## src/rtl/alu_arbiter.sv

```systemverilog
// ============================================================================
// Module      : alu_arbiter
// Description : Two-requester arbiter in front of one shared combinational ALU.
//               It uses a one-entry response register with backpressure.
//               Define ALU_ARB_FIXED_PRIO_EN to give requester 0 fixed priority
//               on ties. The default build uses round-robin.
// Revision    : 1.0 - initial release
// ============================================================================
`default_nettype none

module alu_arbiter #(
    parameter int DATA_W = 32
) (
    input  logic              clk,
    input  logic              rst,
    input  logic              req0_valid,
    output logic              req0_ready,
    input  logic [DATA_W-1:0] req0_a,
    input  logic [DATA_W-1:0] req0_b,
    input  logic [4:0]        req0_ctrl,
    input  logic              req1_valid,
    output logic              req1_ready,
    input  logic [DATA_W-1:0] req1_a,
    input  logic [DATA_W-1:0] req1_b,
    input  logic [4:0]        req1_ctrl,
    output logic [DATA_W-1:0] alu_a,
    output logic [DATA_W-1:0] alu_b,
    output logic [4:0]        alu_control,
    input  logic [DATA_W-1:0] alu_result,
    output logic              rsp_valid,
    input  logic              rsp_ready,
    output logic [DATA_W-1:0] rsp_data,
    output logic              rsp_id,
    output logic              rsp_err
);

    localparam logic [0:0] S_EMPTY    = 1'b0;
    localparam logic [0:0] S_FULL     = 1'b1;
    localparam logic [4:0] C_CTRL_MAX = 5'b01110;

    logic [0:0]        r_state;
    logic [DATA_W-1:0] r_rsp_data;
    logic              r_rsp_id;
    logic              r_rsp_err;
    logic              r_last_grant;

    logic              w_accept;
    logic              w_grant;
    logic              w_grant_idx;
    logic              w_tie_pick;
    logic              w_illegal;
    logic [DATA_W-1:0] w_sel_a;
    logic [DATA_W-1:0] w_sel_b;
    logic [4:0]        w_sel_ctrl;

    // A new operation can land only if the response slot is free or drains this cycle.
    assign w_accept = !rst && ((r_state == S_EMPTY) || rsp_ready);

`ifdef ALU_ARB_FIXED_PRIO_EN
    assign w_tie_pick = 1'b0;
`else
    assign w_tie_pick = ~r_last_grant;
`endif

    assign w_grant_idx = (req0_valid && req1_valid) ? w_tie_pick : req1_valid;
    assign w_grant     = w_accept && (req0_valid || req1_valid);

    assign req0_ready  = w_grant && !w_grant_idx;
    assign req1_ready  = w_grant &&  w_grant_idx;

    always_comb begin
        w_sel_a    = '0;
        w_sel_b    = '0;
        w_sel_ctrl = 5'b00000;
        if (w_grant) begin
            if (w_grant_idx) begin
                w_sel_a    = req1_a;
                w_sel_b    = req1_b;
                w_sel_ctrl = req1_ctrl;
            end else begin
                w_sel_a    = req0_a;
                w_sel_b    = req0_b;
                w_sel_ctrl = req0_ctrl;
            end
        end
    end

    assign alu_a       = w_sel_a;
    assign alu_b       = w_sel_b;
    assign alu_control = w_sel_ctrl;
    assign w_illegal   = (w_sel_ctrl > C_CTRL_MAX);

    always_ff @(posedge clk) begin
        if (rst) begin
            r_state      <= S_EMPTY;
            r_rsp_data   <= '0;
            r_rsp_id     <= 1'b0;
            r_rsp_err    <= 1'b0;
            r_last_grant <= 1'b1;
        end else if (w_grant) begin
            // A grant also covers the drain-and-refill case, so no bubble is inserted.
            r_state      <= S_FULL;
            r_rsp_data   <= w_illegal ? '0 : alu_result;
            r_rsp_id     <= w_grant_idx;
            r_rsp_err    <= w_illegal;
            r_last_grant <= w_grant_idx;
        end else if ((r_state == S_FULL) && rsp_ready) begin
            r_state      <= S_EMPTY;
        end
    end

    assign rsp_valid = (r_state == S_FULL);
    assign rsp_data  = r_rsp_data;
    assign rsp_id    = r_rsp_id;
    assign rsp_err   = r_rsp_err;

endmodule

`default_nettype wire

```

## config.mk

```make
export PLATFORM = sky130hd
export DESIGN_NAME = alu_arbiter
export DESIGN_NICKNAME = d
export VERILOG_FILES = /design/src/rtl/alu_arbiter.sv
export SDC_FILE = /design/constraint.sdc
export NUM_CORES = 1
export LEC_CHECK = 0
export ABC_CLOCK_PERIOD_IN_PS = 2200
export CORE_AREA = 2 2 110 112
export DETAILED_ROUTE_END_ITERATION = 16
export DIE_AREA = 0 0 112 114
export GPL_ROUTABILITY_DRIVEN = 0
export SLEW_MARGIN = 20
export SYNTH_ARGS = -nofsm -noshare
export SYNTH_HDL_FRONTEND = slang
export SYNTH_SLANG_ARGS = --single-unit
```

## constraint.sdc

```tcl
create_clock -name clk -period 2.2 [get_ports clk]
set_clock_uncertainty 0.15 [all_clocks]
set_input_delay 0.33 -clock clk [delete_from_list [all_inputs] [get_ports clk]]
set_output_delay 0.33 -clock clk [all_outputs]
set_load 0.1 [all_outputs]
```

## After elaboration in Yosys (flattened, before gate mapping)

Index checks and enable logic that the tools add are counted.

| storage, ports and cells | value |
|---|---|
| bits in latches | 0 |
| word-level logic and storage cells | 29 |
| RAM bits | 0 |
| memories | 0 |
| output and inout bits | 106 |
| register bits | 36 |
| input bits | 175 |
| ROM bits | 0 |

| operators by class | value |
|---|---|
| divide/modulo/power cells | 0 |
| muxes and demuxes | 10 |
| shift-type cells | 0 |
| reductions and logical operators | 11 |
| multiply operators | 0 |
| eq/ne operators | 0 |
| bitwise logic cells | 2 |
| $lt $le $gt $ge | 1 |
| add/subtract/negate cells | 0 |

Operators with widths:

| operator | count |
|---|---|
| 32-bit two-way mux | 5 |
| 5-bit two-way mux | 2 |
| 1-bit logical AND | 6 |
| 5-bit by 4-bit > comparator with 1-bit output (second input constant) | 1 |
| 1-bit two-way mux | 3 |
| 1-bit zero test | 2 |
| 1-bit logical OR | 2 |
| 1-bit inverter | 2 |
| 2-bit nonzero test | 1 |

## Depth between registers and ports, before layout

Gate-level depths: netlist of the first run.

| depth | value |
|---|---|
| depth in word-level cells | 7 |
| mapped depth | 8 |

## Least setup slack after synthesis of the first run

OpenSTA, ideal clock, no wires.

| timing | value |
|---|---|
| path kind | register to output |
| start | register r_state (netlist: rsp_valid) |
| end | output port alu_b[26] |
| arrival time | 3.429 ns |
| stages on the path, launching flop included | 7 |
| setup slack | -1.709 ns |
| path through | dfxtp_1 > nor2b_4 > buf_6 > nor4b_4 > buf_4 > clkbuf_1 > a22o_1 |

| on the way | value |
|---|---|
| word-level cells in the longest chain between the ends | 5 |

Ends and longest elaborated chain:

| what | line | text |
|---|---|---|
| from (decl) | 41 | `logic [0:0] r_state;` |
| from (signal assigned) | 95 | `r_state <= S_EMPTY;` |
| from (signal assigned) | 102 | `r_state <= S_FULL;` |
| from (signal assigned) | 108 | `r_state <= S_EMPTY;` |
| 1-bit inverter | 57 | `assign w_accept = !rst && ((r_state == S_EMPTY) \|\| rsp_ready);` |
| 1-bit logical OR | 57 |  |
| 1-bit logical AND | 57 |  |
| 1-bit logical AND | 66 | `assign w_grant = w_accept && (req0_valid \|\| req1_valid);` |
| 32-bit two-way mux | 75 | `if (w_grant) begin` |
| to (decl) | 27 | `output logic [DATA_W-1:0] alu_b,` |

No other way between the ends.

## Worst setup path after layout of the first run

| timing | value |
|---|---|
| start | register r_last_grant |
| end | output port alu_b[21] |

| on the way | value |
|---|---|
| word-level cells in the longest chain between the ends | 4 |

Ends and longest elaborated chain:

| what | line | text |
|---|---|---|
| from (decl) | 45 | `logic r_last_grant;` |
| from (signal assigned) | 106 | `r_last_grant <= w_grant_idx;` |
| 1-bit inverter | 62 | `assign w_tie_pick = ~r_last_grant;` |
| 1-bit two-way mux | 65 | `assign w_grant_idx = (req0_valid && req1_valid) ? w_tie_pick : req1_valid;` |
| 32-bit two-way mux | 76 | `if (w_grant_idx) begin` |
| 32-bit two-way mux | 75 |  |

No other way between the ends.

==> tab_implementation.tex, run 1 <==
\begin{tabular}{lr}
\hline
Metric & Value \\
\hline
\multicolumn{2}{l}{\textbf{Timing}} \\
\quad Final Max Slew Viols & 0 \\
\quad Period utilization & 1.02 \\
\quad Number of setup violations in the final report & 66 \\
\quad Number of failing hold endpoints at the final stage & 0 \\
\quad Min Tclk post-route & 2.25 ns \\
\quad RSZ-0062 raised after global routing & true \\
\quad F\_max & 0.445 GHz \\
\quad Setup WS post-layout & -0.0454 ns \\
\quad Slew at the pin closest to its max-slew limit & 0.366 ns \\
\quad Max-Slew Margin vs Limit & 0.756 \\
\multicolumn{2}{l}{\textbf{GRT}} \\
\quad Global-route wire length before repair & 18.3 mm \\
\quad Maximum number of pins on one net before global-route repair & 32 \\
\quad Number of global-route vias before repair & 3317 \\
\quad GR met1 Demand/Resource & 0.206 \\
\quad Layer carrying the most global-route usage & met2 \\
\quad Global Route Usage Sum & 0.180 \\
\quad GR Layer Usage met3 & 0.0691 \\
\quad Residual overflow from global routing & 0 \\
\quad Global-route track usage on met2 & 0.326 \\
\quad Antenna violations before repair & 0 \\
\multicolumn{2}{l}{\textbf{Yosys}} \\
\quad Leading post-synthesis cells by cell area & sky130\_fd\_sc\_hd\_\_dfxtp\_1, sky130\_fd\_sc\_hd\_\_a22o\_1, sky130\_fd\_sc\_hd\_\_mux2i\_1, sky130\_fd\_sc\_hd\_\_nor2\_2, sky130\_fd\_sc\_hd\_\_buf\_6 \\
\quad Area share of the largest cell type after synthesis & 0.328 \\
\quad Dominant cell type by area after synthesis & sky130\_fd\_sc\_hd\_\_dfxtp\_1 \\
\quad Number of warnings reported in the yosys synthesis log & 0 \\
\quad Portion of the post-synthesis area used by sequential elements & 0.328 \\
\quad Mean post-synth cell area & 10.1 sq um \\
\quad Number of instances in the synthesized netlist & 218 \\
\quad Netlist area before placement & 0.00220 sq mm \\
\quad Flip-flop and latch count after synthesis & 36 \\
\quad Number of nets produced by synthesis & 393 \\
\quad Distinct cells, synth & 31 \\
\multicolumn{2}{l}{\textbf{Place}} \\
\quad Total instance count after detailed placement & 653 \\
\quad \# port buffers & 280 \\
\quad Post-DP HPWL & 10.1 mm \\
\multicolumn{2}{l}{\textbf{Critical path}} \\
\quad Highest net fanout along the worst path & 8 \\
\quad Worst Reg-to-Reg Cells & 8 \\
\quad Critical Path Max Stage Delay & 0.33 ns \\
\quad Crit path depth & 7 \\
\quad Data arrival at the endpoint of the critical path & 1.77 ns \\
\quad Buffers \& Inverters on Critical Path & 4 \\
\quad Category of the most critical setup path & reg -> out \\
\quad Type of origin of the critical path & flop \\
\quad Dominant cell type by count on the critical path & sky130\_fd\_sc\_hd\_\_buf\_12 \\
\quad Slowest stage cell on the critical path & sky130\_fd\_sc\_hd\_\_dfxtp\_2 \\
\quad Family of cells with the greatest summed delay on the critical path & buffers and inverters \\
\quad Crit path capture type & primary output \\
\quad Cells traversed along the worst timing path & a21bo\_4 > nor3\_4 > buf\_6 > buf\_12 > clkbuf\_16 > a22o\_4 > buf\_12 \\
\quad Required time worst endpoint & 1.72 ns \\
\multicolumn{2}{l}{\textbf{Clock network}} \\
\quad \# H-tree levels & 2 \\
\quad Number of sinks on the clock net & 36 \\
\quad Buffer depth of the longest clock path & 2 \\
\quad Library cell used as clock root buffer & sky130\_fd\_sc\_hd\_\_clkbuf\_16 \\
\quad Clock tree from TritonCTS & built \\
\quad Clock slew at the register clock pins of the worst setup and hold paths & 0.05 ns \\
\quad Latest clock arrival within the worst-skew pair & 0.27 ns \\
\quad Number of CTS-inserted buffers & 5 \\
\multicolumn{2}{l}{\textbf{Layout}} \\
\quad Total number of nets in the final design & 704 \\
\quad ANT cells & 0 \\
\quad Most used cells in the layout excluding fill and tap cells & sky130\_fd\_sc\_hd\_\_clkdlybuf4s50\_1, sky130\_fd\_sc\_hd\_\_buf\_12, sky130\_fd\_sc\_hd\_\_a22o\_4 \\
\quad Fin cells & 677 \\
\quad Synthesis-to-finish area growth & 226\% \\
\quad Share of final-layout standard cells stronger than drive strength 1 & 0.521 \\
\quad Most frequent standard cell in the layout excluding fill and tap cells & sky130\_fd\_sc\_hd\_\_clkdlybuf4s50\_1 \\
\quad Utilization after layout & 0.613 \\
\quad Fill cell total of the finished layout & 906 \\
\multicolumn{2}{l}{\textbf{Floorplanning}} \\
\quad Die span in y & 114 um \\
\quad Horizontal die dimension & 112 um \\
\quad \# IOs & 281 \\
\quad Floorplan Core Area & 0.0117 sq mm \\
\quad Die ar. & 0.0128 sq mm \\
\quad Effective utilization at floorplan & 0.188 \\
\quad Number of core rows & 40 \\
\multicolumn{2}{l}{\textbf{Route}} \\
\quad Remaining design rule violation count & 0 \\
\quad Vias per Instance & 4.53 \\
\quad First-pass iteration count of the detailed router & 4 \\
\quad Detail Route Antenna Nets & 0 \\
\quad DRT iter0 DRCs & 124 \\
\quad Total number of vias & 3068 \\
\quad Wire length after detailed routing & 12.5 mm \\
\quad Wire length per cell & 18.5 um \\
\multicolumn{2}{l}{\textbf{Status}} \\
\quad Failing checks & negative setup slack \\
\quad Result of the run & complete, but fails checks \\
\multicolumn{2}{l}{\textbf{Power and ir drop}} \\
\quad Power density relative to cell area & 511 mW/mm\^{}2 \\
\quad Static leakage & 3.07 nW \\
\quad Sw Ratio & 0.431 \\
\quad Proportion of power drawn by combinational gates & 0.624 \\
\quad Fraction of power consumed by sequential logic & 0.194 \\
\quad Switching power of the nets & 1.58 mW \\
\quad Internal power & 2.08 mW \\
\quad Maximum ir drop on the vdd rail & 0.456 mV \\
\quad Share of power burned in the clock network & 0.182 \\
\multicolumn{2}{l}{\textbf{Worst hold path}} \\
\quad Type of the most critical hold path & in -> reg \\
\quad Hold-critical path depth & 4 \\
\multicolumn{2}{l}{\textbf{Flow run}} \\
\quad Total of max-cap violations & 0 \\
\hline
\end{tabular}
-- cells by family after synthesis --
group,after synthesis,share of synthesized area
buffers and inverters,24,0.0609
flip-flops,36,0.328
multiplexers,32,0.146
AO/OA/AOI/OAI,80,0.322
AND/OR/NAND/NOR,46,0.144
-- layer usage --
layer | wire [um] | share of wire
met1 | 4630 | 0.37
met2 | 6560 | 0.52
met3 | 1280 | 0.10
met4 | 73 | 0.0058
met5 | 0 | 0
-- cells in the mapped netlist --
| cell | number |
|---|---|
| sky130_fd_sc_hd__a21bo_2 | 1 |
| sky130_fd_sc_hd__nor4b_1 | 2 |
| sky130_fd_sc_hd__o21ai_0 | 1 |
| sky130_fd_sc_hd__nor2b_4 | 1 |
| sky130_fd_sc_hd__and2_1 | 1 |
| sky130_fd_sc_hd__a22oi_1 | 1 |
| sky130_fd_sc_hd__a221oi_2 | 1 |
| sky130_fd_sc_hd__o31ai_4 | 1 |
| sky130_fd_sc_hd__o21a_1 | 1 |
| sky130_fd_sc_hd__clkbuf_1 | 10 |
| sky130_fd_sc_hd__nor2_1 | 4 |
| sky130_fd_sc_hd__a22o_1 | 67 |
| sky130_fd_sc_hd__o22ai_1 | 1 |
| sky130_fd_sc_hd__dfxtp_1 | 36 |
| sky130_fd_sc_hd__nor3_1 | 3 |
| sky130_fd_sc_hd__nor4b_4 | 1 |
| sky130_fd_sc_hd__o21bai_1 | 1 |
| sky130_fd_sc_hd__o22ai_2 | 1 |
| sky130_fd_sc_hd__nor4_1 | 1 |
| sky130_fd_sc_hd__a21oi_1 | 1 |
| sky130_fd_sc_hd__buf_6 | 4 |
| sky130_fd_sc_hd__nor2b_1 | 1 |
| sky130_fd_sc_hd__mux2i_1 | 32 |
| sky130_fd_sc_hd__buf_2 | 8 |
| sky130_fd_sc_hd__a21o_1 | 2 |
| sky130_fd_sc_hd__nor2_2 | 30 |
| sky130_fd_sc_hd__nor3_2 | 1 |
| sky130_fd_sc_hd__buf_4 | 1 |
| sky130_fd_sc_hd__buf_1 | 1 |
| sky130_fd_sc_hd__nor4b_2 | 1 |
| sky130_fd_sc_hd__a211o_1 | 1 |
-- final timing paths --
check | from | endpoint | slack (ns)
worst max-delay path | r_last_grant$_SDFFE_PP1P_ | alu_b[21] | -0.05
worst min-delay path | req1_valid | rsp_valid$_SDFFE_PP0P_ | 0.30
worst max register to register | rsp_valid$_SDFFE_PP0P_ | rsp_data[26]$_SDFFE_PP0P_ | 0.08
worst min register to register | rsp_id$_SDFFE_PP0P_ | rsp_id$_SDFFE_PP0P_ | 0.34
-- final cells by class --
type	instances	area [sq um]	area share
multi-input combinational	158	1990	0.278
sequential	36	726	0.101
tap	147	184	0.0256
clock inverter	3	18.8	0.00262
timing repair buffer	328	4130	0.576
clock buffer	5	125	0.0174
-- registers in the layout, indices dropped and copies added (netlist names) --
| signal | count |
|---|---|
| r_last_grant | 1 |
| rsp_id | 1 |
| rsp_err | 1 |
| rsp_valid | 1 |
| rsp_data | 32 |
-- worst min-delay path, stage by stage --
cell and delay [ns]:
sky130_fd_sc_hd__clkbuf_2 0.11, sky130_fd_sc_hd__buf_4 0.11, sky130_fd_sc_hd__nor3_1 0.04, sky130_fd_sc_hd__nor2_1 0.08
-- power groups by stage --
stage | Sequential [mW] | Combinational [mW] | Clock, mW
3_3_place_gp | 0.723 | 2.20 | 0
5_1_grt | 0.717 | 2.36 | 0.716
6_report | 0.712 | 2.28 | 0.666
3_5_place_dp | 0.725 | 2.21 | 0
2_1_floorplan | 0.990 | 1.04 | 0
4_1_cts | 0.712 | 2.26 | 0.685
-- stage by stage --
| stage | area (sq um) | total power, mW | setup slack [ns] | TNS, ns | hold WS [ns] |
|---|---|---|---|---|---|
| 2_1_floorplan | 2880 | 2.03 | -0.00404 | -0.0242 | 0.303 |
| 3_3_place_gp | 6670 | 2.92 | -0.295 | -25.40 | 0.333 |
| 3_5_place_dp | 6670 | 2.94 | -0.403 | -30.78 | 0.336 |
| 4_1_cts | 6970 | 3.65 | -0.0705 | -2.80 | 0.332 |
| 5_1_grt | 7170 | 3.79 | -0.127 | -7.26 | 0.319 |
| 6_report | 7170 | 3.66 | -0.0454 | -1.63 | 0.296 |
-- repair_timing --
item                       in CTS  in global routing
setup endpoints to repair     104                103
setup buffers                   4                  3
pin swaps                       3                  3
hold buffers                    0                  0
cloned                          2                  7
gates resized for setup        19                  7
Power figures use the tool's default switching activity.
==> run 2, diff against run 1 <==
GPL_TIMING_DRIVEN = 0   (was default)
==> tab_implementation.tex, run 2 (synthesis gave the netlist of run 1 again) <==
\begin{tabular}{lr}
\hline
Metric & Value \\
\hline
\multicolumn{2}{l}{\textbf{Layout}} \\
\quad Total number of nets in the final design & 705 (was 704) \\
\quad Flip-flop count of the largest register after layout & 32 (unchanged) \\
\quad Synthesis-to-finish area growth & 230\% (was 226\%) \\
\quad Most used cells in the layout excluding fill and tap cells & sky130\_fd\_sc\_hd\_\_clkdlybuf4s50\_1, sky130\_fd\_sc\_hd\_\_buf\_12, sky130\_fd\_sc\_hd\_\_a22o\_4 (unchanged) \\
\quad Share of final-layout standard cells stronger than drive strength 1 & 0.461 (was 0.521) \\
\quad Most frequent standard cell in the layout excluding fill and tap cells & sky130\_fd\_sc\_hd\_\_clkdlybuf4s50\_1 (unchanged) \\
\quad Post-route cell area & 0.00725 sq mm (was 0.00717 sq mm) \\
\quad ANT cells & 0 (unchanged) \\
\multicolumn{2}{l}{\textbf{GRT}} \\
\quad Global-route track usage on met2 & 0.341 (was 0.326) \\
\quad Maximum number of pins on one net before global-route repair & 13 (was 32) \\
\quad Residual overflow from global routing & 0 (unchanged) \\
\quad GR Layer Usage met3 & 0.0733 (was 0.0691) \\
\quad Antenna violations before repair & 0 (unchanged) \\
\quad Number of global-route vias before repair & 3399 (was 3317) \\
\quad GR met1 Demand/Resource & 0.212 (was 0.206) \\
\quad Global-route wire length before repair & 19.1 mm (was 18.3 mm) \\
\quad Global Route Usage Sum & 0.189 (was 0.180) \\
\quad Layer carrying the most global-route usage & met2 (unchanged) \\
\multicolumn{2}{l}{\textbf{Power and ir drop}} \\
\quad Power density relative to cell area & 504 mW/mm\^{}2 (was 511 mW/mm\^{}2) \\
\quad Maximum ir drop on the vdd rail & 0.437 mV (was 0.456 mV) \\
\quad Static leakage & 3.17 nW (was 3.07 nW) \\
\multicolumn{2}{l}{\textbf{Route}} \\
\quad Total number of vias & 3039 (was 3068) \\
\quad First-pass iteration count of the detailed router & 4 (unchanged) \\
\quad Remaining design rule violation count & 0 (unchanged) \\
\quad Wire length after detailed routing & 12.6 mm (was 12.5 mm) \\
\quad DRT iter0 DRCs & 85 (was 124) \\
\quad Vias per Instance & 4.48 (was 4.53) \\
\quad Detail Route Antenna Nets & 0 (unchanged) \\
\quad Wire length per cell & 18.6 um (was 18.5 um) \\
\multicolumn{2}{l}{\textbf{Floorplanning}} \\
\quad Number of core rows & 40 (unchanged) \\
\quad Effective utilization at floorplan & 0.188 (unchanged) \\
\quad Die ar. & 0.0128 sq mm (unchanged) \\
\quad Floorplan Core Area & 0.0117 sq mm (unchanged) \\
\quad \# IOs & 281 (unchanged) \\
\quad Die span in y & 114 um (unchanged) \\
\quad Horizontal die dimension & 112 um (unchanged) \\
\multicolumn{2}{l}{\textbf{Timing}} \\
\quad Max-Slew Margin vs Limit & 0.324 (was 0.756) \\
\quad Number of setup violations in the final report & 59 (was 66) \\
\quad Number of failing hold endpoints at the final stage & 0 (unchanged) \\
\quad Final Max Slew Viols & 0 (unchanged) \\
\quad Setup WS post-layout & -0.0452 ns (was -0.0454 ns) \\
\quad F\_max & 0.445 GHz (about the same) \\
\quad Period utilization & 1.02 (about the same) \\
\quad RSZ-0062 raised after global routing & true (unchanged) \\
\quad Worst-case hold slack & 0.200 ns (was 0.296 ns) \\
\quad Min Tclk post-route & 2.25 ns (about the same) \\
\quad Slew at the pin closest to its max-slew limit & 1.02 ns (was 0.366 ns) \\
\multicolumn{2}{l}{\textbf{Clock network}} \\
\quad Latest clock arrival within the worst-skew pair & 0.27 ns (about the same) \\
\quad Library cell used as clock root buffer & sky130\_fd\_sc\_hd\_\_clkbuf\_16 (unchanged) \\
\quad Clock slew at the register clock pins of the worst setup and hold paths & 0.05 ns (about the same) \\
\quad Number of sinks on the clock net & 36 (unchanged) \\
\quad Number of CTS-inserted buffers & 5 (unchanged) \\
\quad Hold buffer count at cts & 0 (unchanged) \\
\quad \# H-tree levels & 2 (unchanged) \\
\quad Clock tree from TritonCTS & built (unchanged) \\
\quad Buffer depth of the longest clock path & 2 (unchanged) \\
\multicolumn{2}{l}{\textbf{Status}} \\
\quad Result of the run & complete, but fails checks (unchanged) \\
\quad Failing checks & negative setup slack (unchanged) \\
\multicolumn{2}{l}{\textbf{Place}} \\
\quad Instance area after placement & 0.00586 sq mm (was 0.00667 sq mm) \\
\quad Post-DP HPWL & 9.70 mm (was 10.1 mm) \\
\quad \# port buffers & 280 (unchanged) \\
\multicolumn{2}{l}{\textbf{Critical path}} \\
\quad Data arrival at the endpoint of the critical path & 1.77 ns (about the same) \\
\quad Required time worst endpoint & 1.72 ns (about the same) \\
\quad Crit path capture type & primary output (unchanged) \\
\quad Highest net fanout along the worst path & 6 (was 8) \\
\quad Critical Path Max Stage Delay & 0.33 ns (about the same) \\
\quad Dominant cell type by count on the critical path & sky130\_fd\_sc\_hd\_\_buf\_12 (unchanged) \\
\quad Family of cells with the greatest summed delay on the critical path & buffers and inverters (unchanged) \\
\quad Category of the most critical setup path & reg -> out (unchanged) \\
\quad Type of origin of the critical path & flop (unchanged) \\
\quad Slowest stage cell on the critical path & sky130\_fd\_sc\_hd\_\_dfxtp\_4 (was sky130\_fd\_sc\_hd\_\_dfxtp\_2) \\
\quad Cells traversed along the worst timing path & nor2b\_4 > nor4b\_4 > buf\_6 > buf\_12 > clkbuf\_16 > a22o\_4 > buf\_12 (was a21bo\_4 > nor3\_4 > buf\_6 > buf\_12 > clkbuf\_16 > a22o\_4 > buf\_12) \\
\quad Buffers \& Inverters on Critical Path & 4 (unchanged) \\
\multicolumn{2}{l}{\textbf{Flow run}} \\
\quad Total of max-cap violations & 0 (unchanged) \\
\multicolumn{2}{l}{\textbf{Worst hold path}} \\
\quad Type of the most critical hold path & in -> reg (unchanged) \\
\hline
\end{tabular}
run 2: cell types whose count changed in the layout (fill, tap and decap cells not counted), moves of 3 or more:
| cell | previous run | this run |
|---|---|---|
| sky130_fd_sc_hd__dlygate4sd2_1 | 2 | 36 |
| sky130_fd_sc_hd__buf_6 | 4 | 9 |
| sky130_fd_sc_hd__clkbuf_16 | 11 | 17 |
| sky130_fd_sc_hd__buf_16 | 8 | 1 |
| sky130_fd_sc_hd__buf_8 | 0 | 5 |
| sky130_fd_sc_hd__buf_2 | 0 | 3 |
| sky130_fd_sc_hd__buf_4 | 59 | 12 |
run 2: path summary, 6_finish.rpt:
| check | end | start | depth (start not counted) | slack [ns] |
|---|---|---|---|---|
| worst max register to register | rsp_data[0]$_SDFFE_PP0P_ | r_last_grant$_SDFFE_PP1P_ | 7 | 0.09 |
| worst min register to register | rsp_id$_SDFFE_PP0P_ | rsp_id$_SDFFE_PP0P_ | 2 | 0.34 |
| worst min-delay path | rsp_valid$_SDFFE_PP0P_ | req0_valid | 3 | 0.20 |
| worst max-delay path | alu_a[6] | rsp_valid$_SDFFE_PP0P_ | 7 | -0.05 |
run 2: metal layers:
layer	routed length, um	up-vias	part of all wire
met5	0	-	0
met4	136	0	0.011
met3	1200	10	0.095
met2	6560	154	0.52
met1	4720	1410	0.37
li1	-	1465	-
run 2: area by class of cell:
cell class / count / area, sq um
Clock buffer: 5 / 125
Sequential cell: 36 / 726
Tap cell: 147 / 184
Clock inverter: 3 / 18.8
Timing Repair Buffer: 306 / 3800
Fill cell: 941 / 4460
Multi-Input combinational cell: 158 / 2000
Buffer: 23 / 394
run 2: metrics by stage:
step                      setup TNS [ns]  instances  setup slack, ns  total power [mW]  utilization
after floorplan                  -0.0242        218         -0.00404              2.03            -
after global placement           -119.54        645            -1.55              2.65        0.501
after detailed placement         -119.83        645            -1.54              2.66        0.501
after CTS                          -2.05        675          -0.0519              3.66        0.609
after global routing               -5.93        678           -0.105              3.78        0.619
final                              -1.22        678          -0.0452              3.65        0.619
run 2: what timing repair did:
item | CTS | global route
pin swaps | 21 | 5
hold endpoints to repair | 0 | 0
resized for setup | 721 | 25
cloned | 9 | 2
setup endpoints to repair | 137 | 101
setup buffers | 14 | 1
run 2: worst reg2reg max path, stage by stage, from the launching register on:
cell and delay [ns]:
sky130_fd_sc_hd__dfxtp_2 0.34, sky130_fd_sc_hd__a21bo_4 0.23, sky130_fd_sc_hd__buf_4 0.15, sky130_fd_sc_hd__nor4b_4 0.32, sky130_fd_sc_hd__o22ai_2 0.17, sky130_fd_sc_hd__o31ai_4 0.37, sky130_fd_sc_hd__buf_6 0.22, sky130_fd_sc_hd__nor2_2 0.06
run 2: power breakdown:
| part | internal [mW] | leakage, nW | switching (mW) |
|---|---|---|---|
| Sequential | 0.692 | 0.295 | 0.0183 |
| Combinational | 0.968 | 2.80 | 1.31 |
| Clock | 0.416 | 0.0736 | 0.251 |
| Total | 2.08 | 3.17 | 1.58 |
